$ cat config.mk
export PLATFORM = sky130hd
export DESIGN_NAME = lc3_pipe_ctrl
export DESIGN_NICKNAME = d
export VERILOG_FILES = /design/src/rtl/lc3_pipe_ctrl.sv
export SDC_FILE = /design/constraint.sdc
export NUM_CORES = 1
export LEC_CHECK = 0
export CORE_MARGIN = 5
export CORE_UTILIZATION = 41
export DETAILED_ROUTE_END_ITERATION = 8
export HOLD_SLACK_MARGIN = 0.06
export MAX_ROUTING_LAYER = met4
export PLACE_DENSITY_LB_ADDON = 0.25
export SLEW_MARGIN = 0
export SYNTH_ARGS = -nofsm -noshare
export SYNTH_HDL_FRONTEND = slang
export SYNTH_SLANG_ARGS = --single-unit
export TNS_END_PERCENT = 20
$ cat constraint.sdc
create_clock -name clock -period 2.17 [get_ports clock]
set_input_delay 0.217 -clock clock [delete_from_list [all_inputs] [get_ports clock]]
set_output_delay 0.217 -clock clock [all_outputs]
set_load 0.05 [all_outputs]
$ cat src/rtl/lc3_pipe_ctrl.sv
// LC3 pipeline controller: registered stage enables, memory access state and
// branch-taken flag, plus combinational operand bypass selects.
`timescale 1ns/1ps
module lc3_pipe_ctrl (
  input  logic        clock,
  input  logic        reset,
  input  logic        complete_instr,
  input  logic        complete_data,
  input  logic [15:0] IR,
  input  logic [15:0] IR_Exec,
  input  logic [15:0] IMem_dout,
  input  logic [2:0]  NZP,
  output logic        enable_updatePC,
  output logic        enable_fetch,
  output logic        enable_decode,
  output logic        enable_execute,
  output logic        enable_writeback,
  output logic        bypass_alu_1,
  output logic        bypass_alu_2,
  output logic        bypass_mem_1,
  output logic        bypass_mem_2,
  output logic [1:0]  mem_state,
  output logic        br_taken,
  output logic [2:0]  fsm_state
);

  typedef enum logic [2:0] {
    S_FILL       = 3'd0,
    S_RUN        = 3'd1,
    S_MEM_IND    = 3'd2,
    S_MEM_RD     = 3'd3,
    S_MEM_WR     = 3'd4,
    S_CTRL_STALL = 3'd5
  } state_t;

  localparam logic [3:0] OP_BR  = 4'b0000;
  localparam logic [3:0] OP_ADD = 4'b0001;
  localparam logic [3:0] OP_LD  = 4'b0010;
  localparam logic [3:0] OP_ST  = 4'b0011;
  localparam logic [3:0] OP_AND = 4'b0101;
  localparam logic [3:0] OP_LDR = 4'b0110;
  localparam logic [3:0] OP_STR = 4'b0111;
  localparam logic [3:0] OP_NOT = 4'b1001;
  localparam logic [3:0] OP_LDI = 4'b1010;
  localparam logic [3:0] OP_STI = 4'b1011;
  localparam logic [3:0] OP_JMP = 4'b1100;
  localparam logic [3:0] OP_LEA = 4'b1110;

  localparam logic [1:0] MS_READ  = 2'b00;
  localparam logic [1:0] MS_IND   = 2'b01;
  localparam logic [1:0] MS_WRITE = 2'b10;
  localparam logic [1:0] MS_IDLE  = 2'b11;

  // Enable vector order: {updatePC, fetch, decode, execute, writeback}.
  localparam logic [4:0] EN_ALL   = 5'b11111;
  localparam logic [4:0] EN_NONE  = 5'b00000;
  localparam logic [4:0] EN_STALL = 5'b00111;
  localparam logic [4:0] EN_NOPC  = 5'b01111;

  state_t     state, state_n;
  logic [1:0] fill_cnt, fill_n;
  logic [1:0] stall_cnt, stall_n;
  logic       stall_pend, pend_n;
  logic       ind_store, ind_st_n;
  logic [4:0] en_q, en_n;
  logic [1:0] ms_q, ms_n;
  logic       br_q, br_n;

  logic [3:0] exec_op, ir_op, fetch_op;
  logic [2:0] dr;
  logic       exec_ld, exec_ind, exec_st, exec_mem;
  logic       ctrl_fetch, br_cond;
  state_t     mem_entry;
  logic [1:0] mem_entry_ms;
  logic       run, prod_alu, prod_mem, src1_hit, src2_hit;
  logic       unused_bits;

  assign exec_op  = IR_Exec[15:12];
  assign ir_op    = IR[15:12];
  assign fetch_op = IMem_dout[15:12];
  assign dr       = IR_Exec[11:9];

  assign exec_ld  = (exec_op == OP_LD)  || (exec_op == OP_LDR);
  assign exec_ind = (exec_op == OP_LDI) || (exec_op == OP_STI);
  assign exec_st  = (exec_op == OP_ST)  || (exec_op == OP_STR);
  assign exec_mem = exec_ld || exec_ind || exec_st;

  assign ctrl_fetch = complete_instr && ((fetch_op == OP_BR) || (fetch_op == OP_JMP));
  assign br_cond    = (exec_op == OP_JMP) || ((exec_op == OP_BR) && (|(IR_Exec[11:9] & NZP)));

  assign unused_bits = ^{IR[11:9], IR[4:3], IR_Exec[8:0], IMem_dout[11:0]};

  always_comb begin
    mem_entry    = S_MEM_RD;
    mem_entry_ms = MS_READ;
    if (exec_ind) begin
      mem_entry    = S_MEM_IND;
      mem_entry_ms = MS_IND;
    end else if (exec_st) begin
      mem_entry    = S_MEM_WR;
      mem_entry_ms = MS_WRITE;
    end
  end

  // Memory handshake: a MEM_* state is entered on one edge and holds until an
  // edge where complete_data=1; the strobe is ignored in every other state.
  always_comb begin
    state_n  = state;
    fill_n   = fill_cnt;
    stall_n  = stall_cnt;
    pend_n   = stall_pend;
    ind_st_n = ind_store;
    en_n     = EN_ALL;
    ms_n     = MS_IDLE;
    br_n     = 1'b0;
    case (state)
      S_FILL: begin
        en_n   = {1'b1, 1'b1, fill_cnt != 2'd0, fill_cnt >= 2'd2, fill_cnt == 2'd3};
        fill_n = fill_cnt + 2'd1;
        if (fill_cnt == 2'd3) state_n = S_RUN;
      end
      S_RUN: begin
        if (exec_mem) begin
          state_n  = mem_entry;
          ms_n     = mem_entry_ms;
          en_n     = EN_NONE;
          ind_st_n = (exec_op == OP_STI);
        end else if (ctrl_fetch) begin
          state_n = S_CTRL_STALL;
          stall_n = 2'd0;
          en_n    = EN_STALL;
        end else if (!complete_instr) begin
          en_n = EN_NOPC;
        end
      end
      S_MEM_IND: begin
        en_n = EN_NONE;
        ms_n = MS_IND;
        if (complete_data) begin
          state_n = ind_store ? S_MEM_WR : S_MEM_RD;
          ms_n    = ind_store ? MS_WRITE : MS_READ;
        end
      end
      S_MEM_RD, S_MEM_WR: begin
        en_n = EN_NONE;
        ms_n = (state == S_MEM_RD) ? MS_READ : MS_WRITE;
        if (complete_data) begin
          ms_n = MS_IDLE;
          // A control stall interrupted by this access picks up where it froze.
          if (stall_pend) begin
            state_n = S_CTRL_STALL;
            pend_n  = 1'b0;
            en_n    = EN_STALL;
          end else begin
            state_n = S_RUN;
            en_n    = EN_ALL;
          end
        end
      end
      S_CTRL_STALL: begin
        if (exec_mem) begin
          state_n  = mem_entry;
          ms_n     = mem_entry_ms;
          en_n     = EN_NONE;
          ind_st_n = (exec_op == OP_STI);
          pend_n   = 1'b1;
        end else if (stall_cnt == 2'd2) begin
          state_n = S_RUN;
          br_n    = br_cond;
        end else begin
          stall_n = stall_cnt + 2'd1;
          en_n    = EN_STALL;
        end
      end
      default: begin
        state_n = S_FILL;
        en_n    = EN_NONE;
      end
    endcase
  end

  always_ff @(posedge clock) begin
    if (!reset) begin
      state      <= S_FILL;
      fill_cnt   <= 2'd0;
      stall_cnt  <= 2'd0;
      stall_pend <= 1'b0;
      ind_store  <= 1'b0;
      en_q       <= EN_NONE;
      ms_q       <= MS_IDLE;
      br_q       <= 1'b0;
    end else begin
      state      <= state_n;
      fill_cnt   <= fill_n;
      stall_cnt  <= stall_n;
      stall_pend <= pend_n;
      ind_store  <= ind_st_n;
      en_q       <= en_n;
      ms_q       <= ms_n;
      br_q       <= br_n;
    end
  end

  assign enable_updatePC  = en_q[4];
  assign enable_fetch     = en_q[3];
  assign enable_decode    = en_q[2];
  assign enable_execute   = en_q[1];
  assign enable_writeback = en_q[0];
  assign mem_state        = ms_q;
  assign br_taken         = br_q;
  assign fsm_state        = state;

  assign run      = (state == S_RUN);
  assign prod_alu = (exec_op == OP_ADD) || (exec_op == OP_AND) ||
                    (exec_op == OP_NOT) || (exec_op == OP_LEA);
  assign prod_mem = (exec_op == OP_LD) || (exec_op == OP_LDR) || (exec_op == OP_LDI);
  assign src1_hit = ((ir_op == OP_ADD) || (ir_op == OP_AND) || (ir_op == OP_NOT) ||
                     (ir_op == OP_LDR) || (ir_op == OP_STR) || (ir_op == OP_JMP)) &&
                    (IR[8:6] == dr);
  assign src2_hit = ((ir_op == OP_ADD) || (ir_op == OP_AND)) && !IR[5] && (IR[2:0] == dr);

  assign bypass_alu_1 = run && prod_alu && src1_hit;
  assign bypass_alu_2 = run && prod_alu && src2_hit;
  assign bypass_mem_1 = run && prod_mem && src1_hit;
  assign bypass_mem_2 = run && prod_mem && src2_hit;

endmodule
==> reports/results.txt, run 1 <==
status - finished, final reports clean
Placeable Area - 2780 µm²
Seq pwr share - 0.270
cts hold-fix bufs - 0
latest clock arrival within the worst-skew pair - 0.30 ns
Seq/Total Area, Yosys - 0.282
Detailed Place HPWL - 2.69 mm
Total GRT Usage - 0.174
Die H - 64.2 µm
Post-Layout Cell Count - 224
upper clock frequency limit - 484 MHz
cell taking the most area after synthesis - dfxtp_1
slowest CP cell - clkdlybuf4s50_1
TritonCTS clock tree - built
ys async rst share - 0
top-level port count - 70
Int Pwr - 859 µW
Setup TNS Final - 0 ns
Post-Synthesis Cells - 145
DR pass1 iterations - 5
Hold Slack - 0.474 ns
critical path depth in cells - 6
clock slew at reported path FFs - 0.10 ns
ANT nets after route - 0
Slew headroom - 0.660
Clock Skew - 0.00330 ns
Fillers - 226
CP Launch Type - input pin
cell family with most CP delay - buffers and inverters
Fin. Hold Viols - 0
register bit count reported by yosys - 17
largest net degree at the start of global routing - 21
pin slew with the least headroom to its limit - 0.509 ns
final period utilization - 0.953
Vias per Instance - 5.55
Port Buffers - 43
Switching Share - 0.459
RePlAce Congestion - 0.872
Ant. Diodes - 0
Max H-tree Level - 1
Layout area overhead - 49.9%
clock share of power - 0.110
Avg Inst Size Synth - 8.32 µm²
DIE WIDTH - 64.2 µm
post-route core utilization - 0.650
fin area - 1810 µm²
top post-synthesis cells by area - dfxtp_1 (28%), xnor2_1 (5.8%), nor2b_1 (5.2%)
worst path bufs/invs - 2
Starting Density - 0.434
worst reg-to-reg path cell count - 5
NetSw - 728 µW
nets@finish - 253
cts bufs inserted - 3
Root Driver - clkbuf_4
Critical Path Max Stage Delay - 0.46 ns
P_leak - 0.000666 µW
worst vdd ir - 0.00102 V
max_cap viols - 0
DRC Markers - 0
Mapped Area - 1210 µm²
Rows - 19
placed cell count - 220
yosys warns - 0
Hold/Removal Path Class - register to register
WP data arrival - 1.85 ns
Max FO, Critical Path - 4
Worst setup EP type - primary output
compound-gate portion of the synthesized area - 0.224
initial antenna violation count - 0
Worst Hold Depth - 2
fraction of layout cells with a size suffix above 1 - 0.135
Yosys top cell area share - 0.282
number of flops mapped to enable cells by yosys - 0
Congestion Overflow GR - 0
Post-Route WL - 3.40 mm
syn nets - 204
Clock Tree Buf Depth - 2
initial DRC count - 124
die area - 4130 µm²
critical path class - input pin to primary output
CP Cell Sequence - clkdlybuf4s50_1, a21bo_2, a21oi_1, o2111ai_1, nor4_2, buf_12
adder-cell area share of the yosys netlist - 0.0415
vias in the first global route - 1235
simple-gate share of the synthesized area - 0.291
RSZ-0062 raised after global routing - yes
number of setup violations in the final report - 0
post-route minimum period - 2.07 ns
vias - 1244
main combinational cell family by area after synthesis - simple AND/OR/NAND/NOR gates
placed cell area - 1750 µm²
Slew Limit Fails - 0
Comb power frac - 0.620
synth unique cells - 44
Power Density - 878 nW/µm²
clk sink count - 17
multiplexer share of the synthesized area - 0.0425
drt wl/cell - 15.2 µm
required time of the critical path - 1.95 ns
XOR/XNOR Fraction of Synth Area - 0.0654
ys flop type - dfxtp_1
first-pass GRT wire length - 5.77 mm
## worst paths after layout
check / end / slack, ns / start
worst max register to register: en_q[1] / 0.52 / fsm_state[2]
worst min-delay path: stall_cnt[1] / 0.47 / stall_cnt[1]
worst max-delay path: bypass_mem_1 / 0.10 / IR[15]
worst min register to register: stall_cnt[1] / 0.47 / stall_cnt[1]
## repair_timing
| action | in CTS | in global routing |
|---|---|---|
| endpoints found under the setup margin | 0 | 2 |
| buffers inserted | 0 | 0 |
| resized for setup | 0 | 3 |
## cell usage in the layout (no fill, tap or decap), types with 4 or more instances in the layout
| cell | n |
|---|---|
| nand2b_1 | 5 |
| dfxtp_1 | 17 |
| o21ai_0 | 8 |
| nand2_1 | 13 |
| nor2b_1 | 10 |
| ha_1 | 4 |
| mux2i_1 | 4 |
| buf_12 | 4 |
| nor2_1 | 8 |
| clkdlybuf4s50_1 | 39 |
| inv_1 | 6 |
| xnor2_1 | 8 |
| buf_4 | 8 |
| a21oi_1 | 9 |
## metal layers
metal	part of all wire	vias to the layer above	wire length (µm)	global-route usage
li1	-	621	-	-
met3	0.055	5	188	0.0455
met1	0.39	591	1330	0.204
met5	0	-	0	-
met4	0.0074	0	25	0.0305
met2	0.55	27	1860	0.299
## cell type report
type	instances	area [µm²]	share of cell area
clock buffers	3	22.5	0.0125
clock inverters	1	5.00	0.00277
inverters	6	22.5	0.0125
multi-input cells	115	848	0.469
flip-flops and latches	17	340	0.188
well taps	31	38.8	0.0215
repair buffers	51	531	0.293
## tightest hold or removal path: stages (launching register included)
cell and delay, ns:
dfxtp_1 0.33, nand2_1 0.06, mux2i_1 0.05
## power groups by stage
stage	logic [µW]	registers (µW)	clock network, µW
CTS	971	429	177
floorplan	465	649	0
finish	984	428	175
global placement	941	432	0
detailed placement	967	436	0
global route	1070	441	195
## cells by family after synthesis
family,after synthesis
compound gates,37
xor+xnor,9
fa+ha+maj,4
buf+inv,13
flops,17
mux,5
simple gates,60
## synth_stat cells, types with 2 or more instances
master     count
dfxtp_1       17
nor2_1         8
nand4b_1       3
o21ai_0        8
nand2b_1       5
nand3_1        2
nor4b_1        2
mux2i_1        4
nand2_1       13
and3b_1        2
nor2b_1       10
nand3b_1       2
a2111oi_2      2
a21oi_1        9
inv_1          6
nor3_1         2
nand4_1        2
xnor2_1        8
buf_4          3
ha_1           4
a21bo_2        2
nor4_1         3
and2_1         2
a2bb2oi_1      2
buf_2          3
a21o_1         2
a22oi_1        2
## flip-flops by register name (all words and copies together) (netlist names)
signal      cells
ind_store       1
stall_pend      1
en_q            5
fsm_state       3
mem_state       2
stall_cnt       2
fill_cnt        2
br_taken        1
## metrics by stage
stage,worst slack [ns],power (µW)
2_1_floorplan,-0.311,1110
3_3_place_gp,0.0929,1370
3_5_place_dp,0.0676,1400
4_1_cts,0.0618,1580
5_1_grt,-0.0358,1710
6_report,0.102,1590
(Power assumes the default switching activity.)
==> run 2, diff against run 1 <==
- CORE_MARGIN: 5 -> 4
==> reports/results.txt, run 2 (same netlist as run 1, synthesis figures left out) <==
worst vdd ir - 0.000993 V (-2.2%)
first-pass GRT wire length - 5.84 mm (+1.3%)
pin slew with the least headroom to its limit - 0.498 ns (-0.0108 ns)
Port Buffers - 43 (unchanged)
hold_sp - stall_cnt[1]
Die H - 62.2 µm (-3.1%)
status - finished, final reports clean
Max FO, Critical Path - 4 (unchanged)
reg-to-reg startpoint - fsm_state[2]
Setup TNS Final - 0 ns (unchanged)
Root Driver - clkbuf_4
slowest CP cell - clkdlybuf4s50_1
Post-Route WL - 3.36 mm (-1.1%)
P_leak - 0.000668 µW (+0.21%)
Hold Path Sink - stall_cnt[1]
commonest non-fill, non-tap cells in the layout - clkdlybuf4s50_1 (39), dfxtp_1 (17), nand2_1 (13)
vias - 1284 (+3.2%)
Starting Density - 0.434 (unchanged)
Hold/Removal Path Class - register to register
Fin. Hold Viols - 0 (unchanged)
max_cap viols - 0 (unchanged)
Rows - 19 (unchanged)
Worst Hold Depth - 2 (unchanged)
Hold Slack - 0.483 ns (+0.00904 ns)
postcts setup bufs - 0 (unchanged)
RePlAce Congestion - 0.865 (-0.80%)
required time of the critical path - 1.95 ns (about the same)
top-level port count - 70 (unchanged)
CP Cell Sequence - clkdlybuf4s50_1, a21bo_2, a21oi_1, o2111ai_1, nor4_2, buf_12
Placeable Area - 2780 µm² (unchanged)
RR Endpoint - en_q[1]
Vias per Instance - 5.73 (+3.2%)
CP Launch Type - input pin
WP data arrival - 1.87 ns (+0.02 ns)
drt wl/cell - 15.0 µm (-1.1%)
clk sink count - 17 (unchanged)
largest net degree at the start of global routing - 21 (unchanged)
Clock Skew - 0.00761 ns (+0.00431 ns)
number of setup violations in the final report - 0 (unchanged)
die area - 3870 µm² (-6.1%)
critical path class - input pin to primary output
vias in the first global route - 1275 (+3.2%)
latest clock arrival within the worst-skew pair - 0.30 ns (about the same)
fraction of layout cells with a size suffix above 1 - 0.140 (+0.00518)
largest reg by FF count - en_q
initial antenna violation count - 0 (unchanged)
commonest non-fill, non-tap cell in the layout - clkdlybuf4s50_1
Power Density - 870 nW/µm² (-0.90%)
Total GRT Usage - 0.186 (+0.0124)
Slew headroom - 0.667 (+0.00723)
DR pass1 iterations - 4 (-1)
pre-CTS WS - 0.0503 ns (-0.0173 ns)
Critical Path Max Stage Delay - 0.48 ns (+0.02 ns)
Layout area overhead - 50.4%
worst reg-to-reg path cell count - 5 (unchanged)
nets@finish - 253 (unchanged)
cts hold-fix bufs - 0 (unchanged)
Ant. Diodes - 0 (unchanged)
Clock Tree Buf Depth - 2 (unchanged)
TritonCTS clock tree - built
Congestion Overflow GR - 0 (unchanged)
cts bufs inserted - 3 (unchanged)
Slew Limit Fails - 0 (unchanged)
RSZ-0062 raised after global routing - yes
Worst R2R Setup Slack - 0.54 ns (+0.02 ns)
Worst setup EP type - primary output
max reg flops - 5 (unchanged)
final worst setup slack - 0.0826 ns (-0.0192 ns)
initial DRC count - 104 (-16%)
DRC Markers - 0 (unchanged)
upper clock frequency limit - 479 MHz (-0.92%)
final period utilization - 0.962 (+0.00883)
ANT nets after route - 0 (unchanged)
post-route minimum period - 2.09 ns (+0.0192 ns)
DIE WIDTH - 62.2 µm (-3.1%)
Max H-tree Level - 1 (unchanged)
Detailed Place HPWL - 2.64 mm (-2.0%)
clock slew at reported path FFs - 0.09 ns (about the same)
-- run 2: critical path: cells and delay by family --
family          cells  cell delay, ns
compound gates      3            0.62
buf+inv             2            0.67
simple gates        1            0.37
-- run 2: per-layer routing --
layer | track usage | vias to the layer above | part of all wire | wire, µm
met5 | - | - | 0 | 0
li1 | - | 624 | - | -
met1 | 0.219 | 605 | 0.38 | 1280
met4 | 0.0461 | 0 | 0.022 | 73
met2 | 0.312 | 45 | 0.52 | 1760
met3 | 0.0505 | 10 | 0.071 | 240
-- run 2: power by group --
group | switching [µW] | internal [µW] | total (µW)
clock | 104 | 68.7 | 173
sequential | 33.9 | 391 | 425
combinational | 582 | 398 | 980
-- run 2: repair_timing --
action                                 CTS  global route
setup endpoints to repair                0             3
gates resized for setup                  0             4
endpoints found under the hold margin    0             0
-- run 2: how the worst max path moves through the flow --
| stage | depth (start not counted) | end | slack (ns) | start |
|---|---|---|---|---|
| after global placement | 5 | bypass_alu_1 | 0.07 | IR_Exec[13] |
| after detailed placement | 5 | bypass_mem_2 | 0.05 | IR[15] |
| final | 6 | bypass_mem_1 | 0.08 | IR[15] |
| after floorplan | 3 | bypass_alu_1 | -0.31 | fsm_state[0] |
| after global routing | 6 | bypass_mem_1 | -0.02 | IR[15] |
| after CTS | 5 | bypass_mem_2 | 0.05 | IR[15] |
-- run 2: layout make-up --
cell class,count,area (µm²)
clock inverters,1,5.00
flip-flops and latches,17,340
multi-input cells,115,855
well taps,31,38.8
clock buffers,3,22.5
inverters,6,22.5
fillers,234,967
repair buffers,51,531
-- run 2: through the flow --
stage          instance area (µm²)  cells   util  power (µW)
6_report                      1810    224  0.652        1580
5_1_grt                       1810    224  0.652        1690
4_1_cts                       1770    224  0.638        1570
2_1_floorplan                 1220    145      -        1110
3_3_place_gp                  1750    220  0.628        1370
3_5_place_dp                  1750    220  0.628        1390
==> run 3, diff against run 2 <==
- CORE_MARGIN: 4 -> 5
- PLACE_DENSITY_LB_ADDON: 0.25 -> 0.15
==> reports/results.txt, run 3 (same netlist as run 1, synthesis figures left out) <==
Worst setup EP type - primary output
fraction of layout cells with a size suffix above 1 - 0.134 (-0.00588)
post-route minimum period - 2.13 ns (+0.0397 ns)
Max FO, Critical Path - 3 (-1)
cts bufs inserted - 3 (unchanged)
GR Layer Usage met1 - 0.207 (-0.0114)
Hold Path Sink - stall_cnt[0]
Rows - 19 (unchanged)
hold_sp - stall_cnt[0]
multi-input logic area - 836 µm² (-2.2%)
Slew Limit Fails - 0 (unchanged)
WP data arrival - 1.91 ns (+0.04 ns)
Pwr Total - 1570 µW (-0.29%)
Critical Path Max Stage Delay - 0.50 ns (+0.02 ns)
final period utilization - 0.980 (+0.0183)
required time of the critical path - 1.95 ns (about the same)
Int Pwr - 859 µW (+0.11%)
Worst R2R Setup Slack - 0.51 ns (-0.03 ns)
initial antenna violation count - 0 (unchanged)
nets@finish - 254 (+0.40%)
max_cap viols - 0 (unchanged)
clk sink count - 17 (unchanged)
Root Driver - clkbuf_4
upper clock frequency limit - 470 MHz (-1.9%)
RSZ-0062 raised after global routing - yes
largest reg by FF count - en_q
vias - 1274 (-0.78%)
drt wl/cell - 15.3 µm (+2.0%)
worst vdd ir - 0.00115 V (+16%)
DR pass1 iterations - 4 (unchanged)
CP Launch Type - input pin
clock share of power - 0.109 (about the same)
commonest non-fill, non-tap cells in the layout - clkdlybuf4s50_1 (39), dfxtp_1 (17), nand2_1 (13)
DRC Markers - 0 (unchanged)
met3 track demand over resource - 0.0368 (-0.0137)
Power Density - 874 nW/µm² (+0.40%)
pre-CTS WS - 0.0584 ns (+0.00813 ns)
Starting Density - 0.434 (unchanged)
Die H - 64.2 µm (+3.2%)
NetSw - 715 µW (-0.76%)
DIE WIDTH - 64.2 µm (+3.2%)
register area - 340 µm² (unchanged)
largest net degree at the start of global routing - 21 (unchanged)
cts hold-fix bufs - 0 (unchanged)
Worst Hold Depth - 2 (unchanged)
critical path class - input pin to primary output
reg-to-reg startpoint - fsm_state[2]
final worst setup slack - 0.0429 ns (-0.0397 ns)
Congestion Overflow GR - 0 (unchanged)
Slew headroom - 0.627 (-0.0401)
status - finished, final reports clean
Vias per Instance - 5.66 (-1.2%)
commonest non-fill, non-tap cell in the layout - clkdlybuf4s50_1
Most Crowded Layer GR - met2
Hold/Removal Path Class - register to register
first-pass GRT wire length - 5.68 mm (-2.8%)
latest clock arrival within the worst-skew pair - 0.29 ns (about the same)
TritonCTS clock tree - built
Post-Route WL - 3.44 mm (+2.5%)
Ant. Diodes - 0 (unchanged)
Placeable Area - 2780 µm² (unchanged)
Fin. Hold Viols - 0 (unchanged)
Layout area overhead - 49.4%
Seq pwr share - 0.270 (about the same)
CP Cell Sequence - clkdlybuf4s50_1, a21boi_2, or3_4, a2111oi_2, buf_12
met2 GRT Util - 0.301 (-0.0112)
Fillers - 237 (+1.3%)
die area - 4130 µm² (+6.5%)
RR Endpoint - en_q[1]
Clock Tree Buf Depth - 2 (unchanged)
slowest CP cell - a2111oi_2
vias in the first global route - 1197 (-6.1%)
Max H-tree Level - 1 (unchanged)
RePlAce Congestion - 0.886 (+2.5%)
Switching Share - 0.454 (-0.00215)
Total GRT Usage - 0.174 (-0.0124)
ANT nets after route - 0 (unchanged)
initial DRC count - 88 (-15%)
worst reg-to-reg path cell count - 5 (unchanged)
number of setup violations in the final report - 0 (unchanged)
Port Buffers - 43 (unchanged)
Comb power frac - 0.621 (about the same)
P_leak - 0.000667 µW (about the same)
top-level port count - 70 (unchanged)
Detailed Place HPWL - 2.72 mm (+3.1%)
Clock Skew - 0.00194 ns (-0.00567 ns)
pin slew with the least headroom to its limit - 0.558 ns (+0.0600 ns)
max reg flops - 5 (unchanged)
clock slew at reported path FFs - 0.09 ns (about the same)
-- run 3: power groups by stage --
stage | Combinational (µW) | Sequential, µW | Clock (µW)
6_report | 977 | 424 | 172
5_1_grt | 1060 | 437 | 201
4_1_cts | 968 | 425 | 180
3_5_place_dp | 964 | 433 | 0
3_3_place_gp | 945 | 429 | 0
2_1_floorplan | 465 | 649 | 0
-- run 3: layout make-up --
| class | instances | area share |
|---|---|---|
| Inverter | 6 | 0.0125 |
| Multi-Input combinational cell | 115 | 0.464 |
| Tap cell | 31 | 0.0215 |
| Clock buffer | 4 | 0.0146 |
| Timing Repair Buffer | 52 | 0.299 |
| Sequential cell | 17 | 0.189 |
-- run 3: critical path, delay by kind of cell --
family	cells	cell delay [ns]
compound gates	2	0.67
buf+inv	2	0.61
simple gates	1	0.41
-- run 3: worst max-delay path by stage --
stage | start | end | slack, ns
after floorplan | fsm_state[0] | bypass_alu_1 | -0.31
after global placement | IR_Exec[13] | bypass_alu_1 | 0.1
after detailed placement | IR_Exec[13] | bypass_alu_2 | 0.06
after CTS | IR_Exec[13] | bypass_alu_2 | 0.05
after global routing | IR[15] | bypass_alu_1 | -0.04
final | IR_Exec[13] | bypass_alu_1 | 0.04
-- run 3: what timing repair did --
| item | in CTS | in global routing |
|---|---|---|
| setup endpoints to repair | 0 | 3 |
| gates resized for setup | 0 | 2 |
| setup buffers | 0 | 1 |
-- run 3: routing by layer --
| metal | wire (µm) | up-vias |
|---|---|---|
| met5 | 0 | - |
| met4 | 39 | 0 |
| met3 | 188 | 7 |
| met2 | 1830 | 32 |
| met1 | 1390 | 610 |
| li1 | - | 625 |
-- run 3: per-stage QoR --
| stage | TNS (ns) | instances | hold WS, ns | utilization | area [µm²] |
|---|---|---|---|---|---|
| detailed placement | 0 | 220 | 0.469 | 0.628 | 1750 |
| floorplan | -0.829 | 145 | 0.290 | - | 1220 |
| finish | 0 | 225 | 0.483 | 0.648 | 1800 |
| global route | -0.0411 | 225 | 0.491 | 0.648 | 1800 |
| CTS | 0 | 224 | 0.486 | 0.637 | 1770 |
| global placement | 0 | 220 | 0.447 | 0.628 | 1750 |
